--- config.mk ---
export PLATFORM = sky130hd
export DESIGN_NAME = matrix_rd_stream
export DESIGN_NICKNAME = d
export VERILOG_FILES = /design/src/rtl/matrix_pkg.sv /design/src/rtl/matrix_idx_cnt.sv /design/src/rtl/sync_fifo.sv /design/src/rtl/matrix_rd_stream.sv
export SDC_FILE = /design/constraint.sdc
export NUM_CORES = 1
export LEC_CHECK = 0
export ABC_CLOCK_PERIOD_IN_PS = 4300
export CORE_MARGIN = 3
export CORE_UTILIZATION = 38
export CTS_CLUSTER_SIZE = 30
export DETAILED_ROUTE_END_ITERATION = 7
export PLACE_DENSITY = 0.56
export SYNTH_ARGS = -nofsm -noshare
export SYNTH_HDL_FRONTEND = slang
export SYNTH_SLANG_ARGS = --single-unit
--- constraint.sdc ---
create_clock -name CLK -period 4.3 [get_ports CLK]
set_input_delay 0.86 -clock CLK [delete_from_list [all_inputs] [get_ports CLK]]
set_output_delay 0.86 -clock CLK [all_outputs]
set_load 0.005 [all_outputs]
--- src/rtl/matrix_pkg.sv ---
// matrix_pkg: shared definitions for the matrix read streamer.
package matrix_pkg;
   typedef enum logic [1:0] {IDLE, RUN, DRAIN} state_t;
endpackage

--- src/rtl/matrix_idx_cnt.sv ---
// matrix_idx_cnt: row-major 2D index walker; column wraps into the next row.
module matrix_idx_cnt #(
   parameter int W = 4
) (
   input  logic         i_clk,
   input  logic         i_rst,
   input  logic         i_clr,
   input  logic         i_adv,
   input  logic [W-1:0] i_row_max,
   input  logic [W-1:0] i_col_max,
   output logic         o_eol,
   output logic         o_row_last
);
   logic [W-1:0] r_row, r_col;
   assign o_eol      = r_col == i_col_max;
   assign o_row_last = r_row == i_row_max;
   always_ff @(posedge i_clk) begin
      if (i_rst || i_clr) begin
         r_row <= '0;
         r_col <= '0;
      end else if (i_adv) begin
         r_col <= o_eol ? '0 : r_col + 1'b1;
         if (o_eol) r_row <= o_row_last ? '0 : r_row + 1'b1;
      end
   end
endmodule

--- src/rtl/sync_fifo.sv ---
// sync_fifo: synchronous FIFO with a registered head element and occupancy count.
module sync_fifo #(
   parameter int WIDTH = 32,
   parameter int DEPTH = 4
) (
   input  logic                    i_clk,
   input  logic                    i_rst,
   input  logic                    i_push,
   input  logic                    i_pop,
   input  logic [WIDTH-1:0]        i_wdata,
   output logic [WIDTH-1:0]        o_rdata,
   output logic [$clog2(DEPTH):0]  o_count,
   output logic                    o_full,
   output logic                    o_empty
);
   localparam int AW = $clog2(DEPTH);
   logic [WIDTH-1:0] r_mem [DEPTH];
   logic [AW-1:0]    r_wptr, r_rptr;
   logic [AW:0]      r_count;
   logic             w_push, w_pop;
   assign w_push  = i_push & ~o_full;
   assign w_pop   = i_pop & ~o_empty;
   assign o_count = r_count;
   assign o_full  = r_count == (AW+1)'(DEPTH);
   assign o_empty = r_count == '0;
   assign o_rdata = r_mem[r_rptr];
   always_ff @(posedge i_clk) begin
      if (i_rst) begin
         r_wptr  <= '0;
         r_rptr  <= '0;
         r_count <= '0;
      end else begin
         if (w_push) r_wptr <= r_wptr + 1'b1;
         if (w_pop) r_rptr <= r_rptr + 1'b1;
         r_count <= r_count + (AW+1)'(w_push) - (AW+1)'(w_pop);
      end
   end
   always_ff @(posedge i_clk)
      if (w_push) r_mem[r_wptr] <= i_wdata;
endmodule

--- src/rtl/matrix_rd_stream.sv ---
// matrix_rd_stream: streams a row-major matrix from a 1-cycle-latency read port
// to a valid/ready sink through a small element buffer.
module matrix_rd_stream
   import matrix_pkg::*;
#(
   parameter int DATA_MSB         = 31,
   parameter int MAT_IDX_SIZE_MSB = 3,
   parameter int FIFO_DEPTH       = 4
) (
   input  logic                      CLK,
   input  logic                      RST,
   input  logic                      start,
   input  logic [MAT_IDX_SIZE_MSB:0] row_idx_size,
   input  logic [MAT_IDX_SIZE_MSB:0] col_idx_size,
   output logic                      busy,
   output logic                      done,
   output logic                      mat_re,
   input  logic                      mat_rvalid,
   input  logic [DATA_MSB:0]         mat_rdata,
   output logic                      m_valid,
   input  logic                      m_ready,
   output logic [DATA_MSB:0]         m_data,
   output logic                      m_eol,
   output logic                      m_last
);
   localparam int CW = $clog2(FIFO_DEPTH) + 1;
   state_t                    r_state, w_next;
   logic [MAT_IDX_SIZE_MSB:0] r_rsz, r_csz;
   logic                      r_inflight, r_done;
   logic                      w_start, w_pop, w_empty, w_full;
   logic                      w_iss_eol, w_iss_row_last, w_out_eol, w_out_row_last;
   logic [CW-1:0]             w_count;
   assign w_start = start & (r_state == IDLE);
   assign w_pop   = m_valid & m_ready;
   assign m_valid = ~w_empty;
   assign m_eol   = m_valid & w_out_eol;
   assign m_last  = m_eol & w_out_row_last;
   assign done    = r_done;
   always_ff @(posedge CLK)
      r_state <= RST ? IDLE : w_next;
   always_comb
      w_next = (r_state == IDLE && start) ? RUN :
               (r_state == RUN && mat_re && w_iss_eol && w_iss_row_last) ? DRAIN :
               (r_state == DRAIN && w_pop && m_last) ? IDLE : r_state;
   // Counting the in-flight read keeps issue from overrunning the buffer.
   always_comb begin
      mat_re = (r_state == RUN) & ~w_full & ((int'(w_count) + int'(r_inflight)) < FIFO_DEPTH);
      busy   = r_state != IDLE;
   end
   always_ff @(posedge CLK) begin
      if (RST) begin
         r_rsz      <= '0;
         r_csz      <= '0;
         r_inflight <= 1'b0;
         r_done     <= 1'b0;
      end else begin
         if (w_start) begin
            r_rsz <= row_idx_size;
            r_csz <= col_idx_size;
         end
         r_inflight <= mat_re;
         r_done     <= w_pop & m_last;
      end
   end
   matrix_idx_cnt #(.W(MAT_IDX_SIZE_MSB+1)) u_iss (
      .i_clk(CLK), .i_rst(RST), .i_clr(w_start), .i_adv(mat_re),
      .i_row_max(r_rsz), .i_col_max(r_csz),
      .o_eol(w_iss_eol), .o_row_last(w_iss_row_last)
   );
   matrix_idx_cnt #(.W(MAT_IDX_SIZE_MSB+1)) u_out (
      .i_clk(CLK), .i_rst(RST), .i_clr(w_start), .i_adv(w_pop),
      .i_row_max(r_rsz), .i_col_max(r_csz),
      .o_eol(w_out_eol), .o_row_last(w_out_row_last)
   );
   // Returns without a matching request are dropped here.
   sync_fifo #(.WIDTH(DATA_MSB+1), .DEPTH(FIFO_DEPTH)) u_fifo (
      .i_clk(CLK), .i_rst(RST), .i_push(mat_rvalid & r_inflight), .i_pop(w_pop),
      .i_wdata(mat_rdata), .o_rdata(m_data), .o_count(w_count),
      .o_full(w_full), .o_empty(w_empty)
   );
endmodule

==> results of run 1 <==
[cell usage after synthesis (2+ instances only)]
cell type / instances / area [um^2]
edfxtp_1: 128 / 3840
dfxtp_1: 37 / 741
mux4_2: 32 / 721
nor2_1: 22 / 82.6
xnor2_1: 16 / 140
ha_1: 11 / 138
mux2i_1: 10 / 100
nor3_1: 10 / 50.1
a21oi_1: 9 / 45.0
clkbuf_1: 8 / 30.0
inv_1: 7 / 26.3
and2_1: 6 / 37.5
o21ai_0: 6 / 30.0
xor2_1: 6 / 52.6
nand2_1: 5 / 18.8
nand4_1: 5 / 31.3
or4_1: 5 / 37.5
and3_1: 3 / 18.8
and4_1: 3 / 26.3
buf_2: 3 / 15.0
nand3_1: 3 / 15.0
nor3b_1: 3 / 22.5
o211ai_1: 3 / 22.5
a2111oi_0: 2 / 17.5
a31oi_1: 2 / 12.5
a32o_1: 2 / 20.0
buf_1: 2 / 7.51
clkbuf_8: 2 / 27.5
nand2b_1: 2 / 12.5
nor2b_1: 2 / 12.5
o2bb2ai_1: 2 / 17.5
o31ai_1: 2 / 15.0
o41ai_1: 2 / 17.5
or2_2: 2 / 12.5
[state kept, by name (all words and copies together) (netlist names), 2 cells and up, named ones only]
name	flops
r_csz	4
r_rsz	4
r_state	2
u_fifo.o_count	3
u_fifo.r_mem	128
u_fifo.r_rptr	2
u_fifo.r_wptr	2
u_iss.r_col	4
u_iss.r_row	4
u_out.r_col	4
u_out.r_row	4
[cell type report]
cell class                 count  area share, %
sequential                   165           56.1
inverter                       8          0.367
multi-input combinational    189           22.9
tap                          220           3.37
timing repair buffer          86           10.6
clock inverter                10           1.32
clock buffer                  22           5.43
[per-stage QoR]
step / utilization, % / instances / worst slack (ps) / power, mW / instance area, um^2
after floorplan: - / 377 / 1800 / 2.36 / 6560
final: 48.8 / 700 / 1030 / 4.15 / 8180
after CTS: 48.8 / 700 / 984 / 4.21 / 8180
after global placement: 45.5 / 668 / 1240 / 2.78 / 7630
after detailed placement: 45.5 / 668 / 1210 / 2.79 / 7630
after global routing: 48.8 / 700 / 904 / 4.36 / 8180
[power by group]
part	switching, mW	internal, mW	leakage [nW]	total, mW
Combinational	0.335	0.531	0.942	0.866
Clock	0.566	0.848	0.255	1.41
Sequential	0.0982	1.77	1.45	1.87
Total	1.00	3.15	2.65	4.15
[path summary, 6_finish.rpt]
check / from / end / slack [ps] / cells past startpoint
hold reg to reg: u_iss.r_row[3] / u_iss.r_row[3] / 530 / 2
setup / recovery: u_fifo.o_count[2] / mat_re / 1030 / 6
hold / removal: u_iss.r_row[3] / u_iss.r_row[3] / 530 / 2
setup reg to reg: u_fifo.o_count[1] / u_fifo.o_count[2] / 1890 / 10
[cells by family (layout without fill, tap and decap cells)]
logic type / count (synthesis) / in the layout / share of synthesized area, %
AND/OR/NAND/NOR: 79 / 79 / 6.85
XOR/XNOR: 23 / 23 / 3.19
adder cells (fa/ha/maj): 12 / 12 / 2.40
buffers and inverters: 23 / 126 / 1.68
AO/OA/AOI/OAI: 33 / 33 / 3.49
flip-flops: 165 / 165 / 69.9
multiplexers: 42 / 42 / 12.5
[per-layer routing]
metal  GRT usage, %  vias up
met5              0        -
met4           4.82        0
met3           3.65       10
met2           23.5       90
met1           17.5     1773
li1               -     1675
[worst max-delay path: stages (launching register included)]
cell             delay [ps]
dfxtp_1                 500
ha_1                    240
and4b_2                 260
a211oi_2                210
buf_4                   230
nor2_1                   80
clkdlybuf4s50_1         480
==> results.txt, run 1 <==
status: complete, no violations
path type of the worst min-delay path: reg -> reg
number of global-route vias before repair: 3671
Starting Density: 39.1%
Net Count, Synth: 434
antenna-violating nets left: 0
clock latency on the worst-skew pair: 410 ps
Initial DRT Pass Iterations: 5
count of hold buffers inserted by post-cts repair: 0
post-cts resize count: 0
DRC: 0
commonest non-fill, non-tap cell in the layout: edfxtp_1
width of the die: 137 um
combined flip-flop and latch cell area: 4590 um^2
final worst path period need: 3270 ps
vias per inst: 5.07
Worst Hold Slack: 525 ps
Synth Warn #: 0
highest metal layer with signal wires: met4
largest fanout of any net on the critical path: 16
net count reported at finish: 524
total length of routed met2 wires: 6230 um
maximum number of pins on one net before global-route repair: 33
proportion of synthesized chip area in sequential cells: 69.9%
Bufs on Longest Clock Path: 2
CTS tree: done
antenna violations before repair: 0
GRT Total Usage: 14.0%
share of final-layout standard cells stronger than drive strength 1: 15.6%
FFs w/ async S/R, synth: 0%
count of input and output buffers: 82
multi-input logic area: 1870 um^2
critical path endpoint category: primary output
Synth-to-Final Area Change: 24.7%
total congestion overflow after global routing: 0
static power due to leakage: 2.65 nW
root buffer cell: clkbuf_16
Final Cycle Share: 76.1%
EDFF count, synth: 128
register clock-pin slew on the reported worst setup and hold paths: 60 ps
post-synthesis instance area: 6560 um^2
number of hold-slack violations in the final timing report: 0
TritonCTS sink count: 165
flip-flop and latch count after synthesis: 165
vertical die dimension: 137 um
worst vdd rail ir drop: 0.000318 V
sum of routed wire length over all layers: 12500 um
Gate Count Post-Synth: 377
DR vias: 3548
wire length the detailed router placed on met1: 5520 um
Worst EP arrival: 2410 ps
CTS H-Tree Depth: 4
number of different library cells in the post-synthesis netlist: 48
Post-synth top flop: edfxtp_1
unrepaired setup endpoints after global routing: no
RePlAce Congestion: 0.713
Met3 Routed Length: 637 um
Fin Setup TNS: 0 ps
pwr dens: 508 nW/um^2
commonest cells after routing, fill and taps aside: 128 x edfxtp_1, 82 x clkdlybuf4s50_1, 35 x dfxtp_1
cts bufs inserted: 17
Die Outline Area: 18900 um^2
HPWL after detailed placement: 7940 um
max-cap viol count: 0
max-slew headroom at the worst pin: 40.4%
final setup violating endpoints: 0
number of fill cells in the layout: 1429
post-detailed-route wirelength per cell: 17.9 um
Top-Level Pins: 83
post-CTS setup-driven buffer insertion count: 0
first-iteration detailed-routing DRC count: 164
Mapped Avg Cell Area: 17.4 um^2
Highest Clock Rate: 0.305 GHz
Worst Skew: 6.81 ps
kind of start point of the critical path: flip-flop
first-pass GRT wire length: 19700 um
Setup CP Type: reg -> out
ant diodes: 0
worst path required time: 3440 ps
Slew @ Worst Pin: 894 ps
Site Rows: 47
Final Max Slew Viols: 0
CORE AREA: 16800 um^2
(Power assumes the default switching activity.)
==> inputs of run 2 (changes only) <==
- ABC_CLOCK_PERIOD_IN_PS: 4300 -> 3400
- clock period: 4.3 -> 3.4 ns (I/O delays scaled with it)
==> run 2 against run 1 <==
Net effect:
- power is 28% higher
- via count rose by 0.31%
- sequential power grew 25%
- worst hold slack got worse by 0.53 ps
- register-to-register slack got worse by 880 ps
- highest routed layer unchanged
==> results.txt, run 2 (synthesis gave the netlist of run 1 again) <==
HPWL after detailed placement: 8250 um (was 7940 um)
maximum number of pins on one net before global-route repair: 33 (unchanged)
Initial DRT Pass Iterations: 5 (unchanged)
CORE AREA: 16800 um^2 (unchanged)
Fin Setup TNS: 0 ps (unchanged)
antenna-violating nets left: 0 (unchanged)
first-pass GRT wire length: 20000 um (was 19700 um)
DRC: 0 (unchanged)
TritonCTS sink count: 165 (unchanged)
worst path required time: 2720 ps (was 3440 ps)
RePlAce Congestion: 0.723 (was 0.713)
width of the die: 137 um (unchanged)
total congestion overflow after global routing: 0 (unchanged)
final worst path period need: 3080 ps
Slew @ Worst Pin: 550 ps (was 894 ps)
Worst EP arrival: 2400 ps (was 2410 ps)
r2r setup slk: 1010 ps (was 1890 ps)
post-cts resize count: 0 (unchanged)
count of hold buffers inserted by post-cts repair: 0 (unchanged)
CTS H-Tree Depth: 4 (unchanged)
max FFs per register: 128 (unchanged)
clock latency on the worst-skew pair: 420 ps (was 410 ps)
DR vias: 3559 (was 3548)
number of hold-slack violations in the final timing report: 0 (unchanged)
Site Rows: 47 (unchanged)
Final Max Slew Viols: 0 (unchanged)
Die Outline Area: 18900 um^2 (unchanged)
CP top delay family: buffers and inverters (unchanged)
post-detailed-route wirelength per cell: 17.8 um (was 17.9 um)
sum of routed wire length over all layers: 12600 um (was 12500 um)
Worst Skew: 9.71 ps (was 6.81 ps)
share of final-layout standard cells stronger than drive strength 1: 17.9% (was 15.6%)
ant diodes: 0 (unchanged)
unrepaired setup endpoints after global routing: no (unchanged)
max-slew headroom at the worst pin: 63.3% (was 40.4%)
number of global-route vias before repair: 3719 (was 3671)
Highest Clock Rate: 0.325 GHz
number of buffers and inverters on the critical path: 2 (unchanged)
post-CTS setup-driven buffer insertion count: 0 (unchanged)
cts bufs inserted: 17 (unchanged)
largest fanout of any net on the critical path: 16 (unchanged)
register clock-pin slew on the reported worst setup and hold paths: 60 ps (about the same)
Bufs on Longest Clock Path: 2 (unchanged)
root buffer cell: clkbuf_16 (unchanged)
net count reported at finish: 529 (was 524)
biggest cell delay along the critical path: 480 ps (was 500 ps)
vias per inst: 5.05 (was 5.07)
path type of the worst min-delay path: reg -> reg (unchanged)
Synth-to-Final Area Change: 26.4% (was 24.7%)
first-iteration detailed-routing DRC count: 201 (was 164)
count of input and output buffers: 82 (unchanged)
worst vdd rail ir drop: 0.000428 V (was 0.000318 V)
GRT Total Usage: 14.0% (about the same)
antenna violations before repair: 0 (unchanged)
CTS tree: done (unchanged)
vertical die dimension: 137 um (unchanged)
final setup violating endpoints: 0 (unchanged)
cells along the critical path: ha_1 -> and4b_2 -> a211oi_2 -> buf_4 -> nor2_1 -> clkdlybuf4s50_1 (unchanged)
kind of start point of the critical path: flip-flop (unchanged)
status: complete, no violations (unchanged)
Setup CP Type: reg -> out (unchanged)
Starting Density: 39.1% (unchanged)
register with the highest flop count: u_fifo.r_mem (unchanged)
Final Cycle Share: 90.5%
share of the core filled with cells in the final layout: 49.5% (was 48.8%)
commonest non-fill, non-tap cell in the layout: edfxtp_1 (unchanged)
slowest CP cell: dfxtp_1 (unchanged)
number of fill cells in the layout: 1428 (was 1429)
Top-Level Pins: 83 (unchanged)
commonest cells after routing, fill and taps aside: 128 x edfxtp_1, 82 x clkdlybuf4s50_1, 35 x dfxtp_1 (unchanged)
static power due to leakage: 2.72 nW (was 2.65 nW)
pwr dens: 642 nW/um^2 (was 508 nW/um^2)
critical path endpoint category: primary output (unchanged)
max-cap viol count: 0 (unchanged)
-- run 2: changes by cell type in the layout (fill, tap and decap cells not counted) --
cell	change
inv_8	+1
clkbuf_1	-5
clkinv_4	+2
inv_6	+3
clkinvlp_4	-2
buf_4	+1
clkinv_2	+2
clkinvlp_2	+1
clkinv_1	-2
buf_12	+4
-- run 2: where the power goes --
group          internal [mW]  switching, mW  leakage [nW]
registers               2.24         0.0834          1.45
logic                  0.675          0.461         0.980
clock network           1.09          0.778         0.282
-- run 2: worst register-to-register path, stage by stage (launching register included) --
cell     delay [ps]
dfxtp_1         380
or3_1           500
nand2_4         160
inv_2           120
ha_1            310
inv_1            60
ha_1            140
inv_1            50
fa_1            370
xnor2_1         160
nor2_1           60
-- run 2: cell type report --
class	instances	area [um^2]	area share, %
clock buffers	17	425	5.13
well taps	220	275	3.32
inverters	8	30.0	0.362
clock inverters	15	155	1.87
multi-input cells	189	1870	22.6
repair buffers	91	951	11.5
flip-flops and latches	165	4590	55.3
-- run 2: routing by layer --
layer	global-route usage, %	vias up	share of wire [%]
li1	-	1686	-
met1	18.1	1777	44
met2	23.2	85	50
met3	3.73	11	4.8
met4	4.49	0	1.1
met5	0	-	0
-- run 2: path summary, 6_finish.rpt --
check	startpoint	endpoint	cells after the start
max reg2reg	u_fifo.o_count[1]	u_fifo.o_count[2]	10
min	u_iss.r_row[3]	u_iss.r_row[3]	2
max	u_fifo.o_count[2]	mat_re	6
min reg2reg	u_iss.r_row[3]	u_iss.r_row[3]	2
-- run 2: per-stage QoR --
step,cells,setup WS [ps],area (um^2),power [mW],hold WS [ps]
final,705,324,8290,5.33,525
after global routing,705,197,8290,5.59,548
after CTS,705,319,8290,5.41,520
after detailed placement,673,632,7710,3.53,508
after global placement,673,671,7710,3.52,491
after floorplan,377,1080,6560,2.99,467
==> inputs of run 3 (changes only) <==
- CORE_ASPECT_RATIO: unset -> 1.4
==> run 3 against run 2 <==
Net effect:
- design area is 0.54% lower
- highest routed layer unchanged
- core utilization decreased by 0.43 points
- worst hold slack better by 0.78 ps
- clock power barely moved
- critical endpoint unchanged
- largest cell class unchanged
- combinational power barely moved
- non-clock buffer count increased by 2
- sequential power about the same
- clock skew decreased by 3.0 ps
- critical path type unchanged
==> results.txt, run 3 (synthesis gave the netlist of run 1 again) <==
max-cap viol count: 0 (unchanged)
Bufs on Longest Clock Path: 2 (unchanged)
Worst EP arrival: 2170 ps (was 2400 ps)
path type of the worst min-delay path: reg -> reg (unchanged)
sum of routed wire length over all layers: 12500 um (was 12600 um)
worst path required time: 2720 ps (about the same)
instance count after placement with tap cells included: 658 (was 673)
worst r2r src: u_fifo.o_count[1] (unchanged)
total congestion overflow after global routing: 0 (unchanged)
root buffer cell: clkbuf_16 (unchanged)
Site Rows: 56 (was 47)
Initial DRT Pass Iterations: 4 (was 5)
hold path startpoint: r_state[1] (was u_iss.r_row[3])
clock latency on the worst-skew pair: 420 ps (about the same)
DR vias: 3607 (was 3559)
share of final-layout standard cells stronger than drive strength 1: 17.9% (about the same)
RePlAce Congestion: 0.762 (was 0.723)
Final Cycle Share: 83.9% (was 90.5%)
final setup violating endpoints: 0 (unchanged)
maximum number of pins on one net before global-route repair: 33 (unchanged)
final worst path period need: 2850 ps (was 3080 ps)
commonest cells after routing, fill and taps aside: 128 x edfxtp_1, 82 x clkdlybuf4s50_1, 35 x dfxtp_1 (unchanged)
static power due to leakage: 2.72 nW (about the same)
register with the highest flop count: u_fifo.r_mem (unchanged)
post-detailed-route wirelength per cell: 18.2 um (was 17.8 um)
CORE AREA: 16800 um^2 (about the same)
CTS tree: done (unchanged)
ant diodes: 0 (unchanged)
Synth-to-Final Area Change: 25.7% (was 26.4%)
max FFs per register: 128 (unchanged)
net count reported at finish: 531 (was 529)
max-slew headroom at the worst pin: 59.4% (was 63.3%)
number of global-route vias before repair: 3828 (was 3719)
kind of start point of the critical path: flip-flop (unchanged)
DRC: 0 (unchanged)
first-pass GRT wire length: 20000 um (about the same)
r2r setup slk: 1030 ps (was 1010 ps)
vias per inst: 5.23 (was 5.05)
count of input and output buffers: 82 (unchanged)
worst reg2reg path depth: 10 (unchanged)
largest fanout of any net on the critical path: 8 (was 16)
HPWL after detailed placement: 8470 um (was 8250 um)
Min-Delay Endpoint: r_state[1] (was u_iss.r_row[3])
Slew @ Worst Pin: 609 ps (was 550 ps)
commonest non-fill, non-tap cell in the layout: edfxtp_1 (unchanged)
worst vdd rail ir drop: 0.000280 V (was 0.000428 V)
antenna-violating nets left: 0 (unchanged)
Final Max Slew Viols: 0 (unchanged)
Starting Density: 39.0% (was 39.1%)
cell count of the worst hold path: 2 (unchanged)
cts bufs inserted: 17 (unchanged)
critical path endpoint category: primary output (unchanged)
Setup CP Type: reg -> out (unchanged)
unrepaired setup endpoints after global routing: no (unchanged)
Post-Place Cell Area: 7670 um^2 (was 7710 um^2)
register clock-pin slew on the reported worst setup and hold paths: 60 ps (about the same)
Fin Setup TNS: 0 ps (unchanged)
post-CTS setup-driven buffer insertion count: 0 (unchanged)
first-iteration detailed-routing DRC count: 200 (was 201)
Highest Clock Rate: 0.351 GHz (was 0.325 GHz)
worst-case setup margin in the final layout: 548 ps (was 324 ps)
TritonCTS sink count: 165 (unchanged)
Setup WS pre-CTS: 512 ps (was 632 ps)
Worst Skew: 6.66 ps (was 9.71 ps)
CTS H-Tree Depth: 4 (unchanged)
width of the die: 117 um (was 137 um)
vertical die dimension: 161 um (was 137 um)
Die Outline Area: 18900 um^2 (about the same)
number of hold-slack violations in the final timing report: 0 (unchanged)
final standard cell area without fillers: 8250 um^2 (was 8290 um^2)
count of hold buffers inserted by post-cts repair: 0 (unchanged)
antenna violations before repair: 0 (unchanged)
worst flop-to-flop path endpoint: u_fifo.o_count[2] (unchanged)
status: complete, no violations (unchanged)
pwr dens: 644 nW/um^2 (was 642 nW/um^2)
final instance count without filler cells: 690 (was 705)
post-cts resize count: 0 (unchanged)
Top-Level Pins: 83 (unchanged)
GRT Total Usage: 14.2% (was 14.0%)
[run 3: area by class of cell]
| cell class | instances | area, um^2 |
|---|---|---|
| repair buffers | 93 | 928 |
| clock inverters | 15 | 154 |
| multi-input cells | 189 | 1870 |
| well taps | 203 | 254 |
| clock buffers | 17 | 425 |
| fillers | 1432 | 8570 |
| flip-flops and latches | 165 | 4590 |
| inverters | 8 | 30.0 |
[run 3: power breakdown]
| group | total [mW] | switching (mW) | internal [mW] |
|---|---|---|---|
| clock network | 1.85 | 0.765 | 1.08 |
| registers | 2.31 | 0.0708 | 2.24 |
| logic | 1.15 | 0.475 | 0.677 |
| total | 5.31 | 1.31 | 4.00 |
[run 3: critical path: stages (launching register included)]
cell             delay [ps]
dfxtp_1                 460
ha_1                    230
and4b_2                 250
a211oi_2                240
nor2_1                   70
clkdlybuf4s50_1         500
[run 3: how the worst max path moves through the flow]
| stage | start | to | slack (ps) | cells past startpoint |
|---|---|---|---|---|
| 6_report | u_fifo.o_count[2] | mat_re | 550 | 5 |
| 5_1_grt | u_fifo.o_count[2] | mat_re | 350 | 5 |
| 4_1_cts | u_fifo.o_count[2] | mat_re | 500 | 5 |
| 3_5_place_dp | mat_rvalid | u_fifo.r_mem[0][24] | 510 | 5 |
| 3_3_place_gp | mat_rvalid | u_fifo.r_mem[0][24] | 620 | 5 |
| 2_1_floorplan | mat_rvalid | u_fifo.r_mem[0][0] | 1080 | 3 |
[run 3: stage by stage]
stage	hold slack, ps	util (%)	power [mW]
after CTS	521	49.1	5.40
after detailed placement	507	45.6	3.54
after global placement	496	45.6	3.53
after floorplan	467	-	2.99
after global routing	563	49.1	5.59
final	526	49.1	5.31
[run 3: routing by layer]
metal / vias up / routed length (um) / track usage (%)
met5: - / 0 / 0
met4: 0 / 174 / 4.85
met3: 15 / 638 / 4.27
met2: 89 / 6810 / 25.5
met1: 1825 / 4920 / 15.6
li1: 1678 / - / -
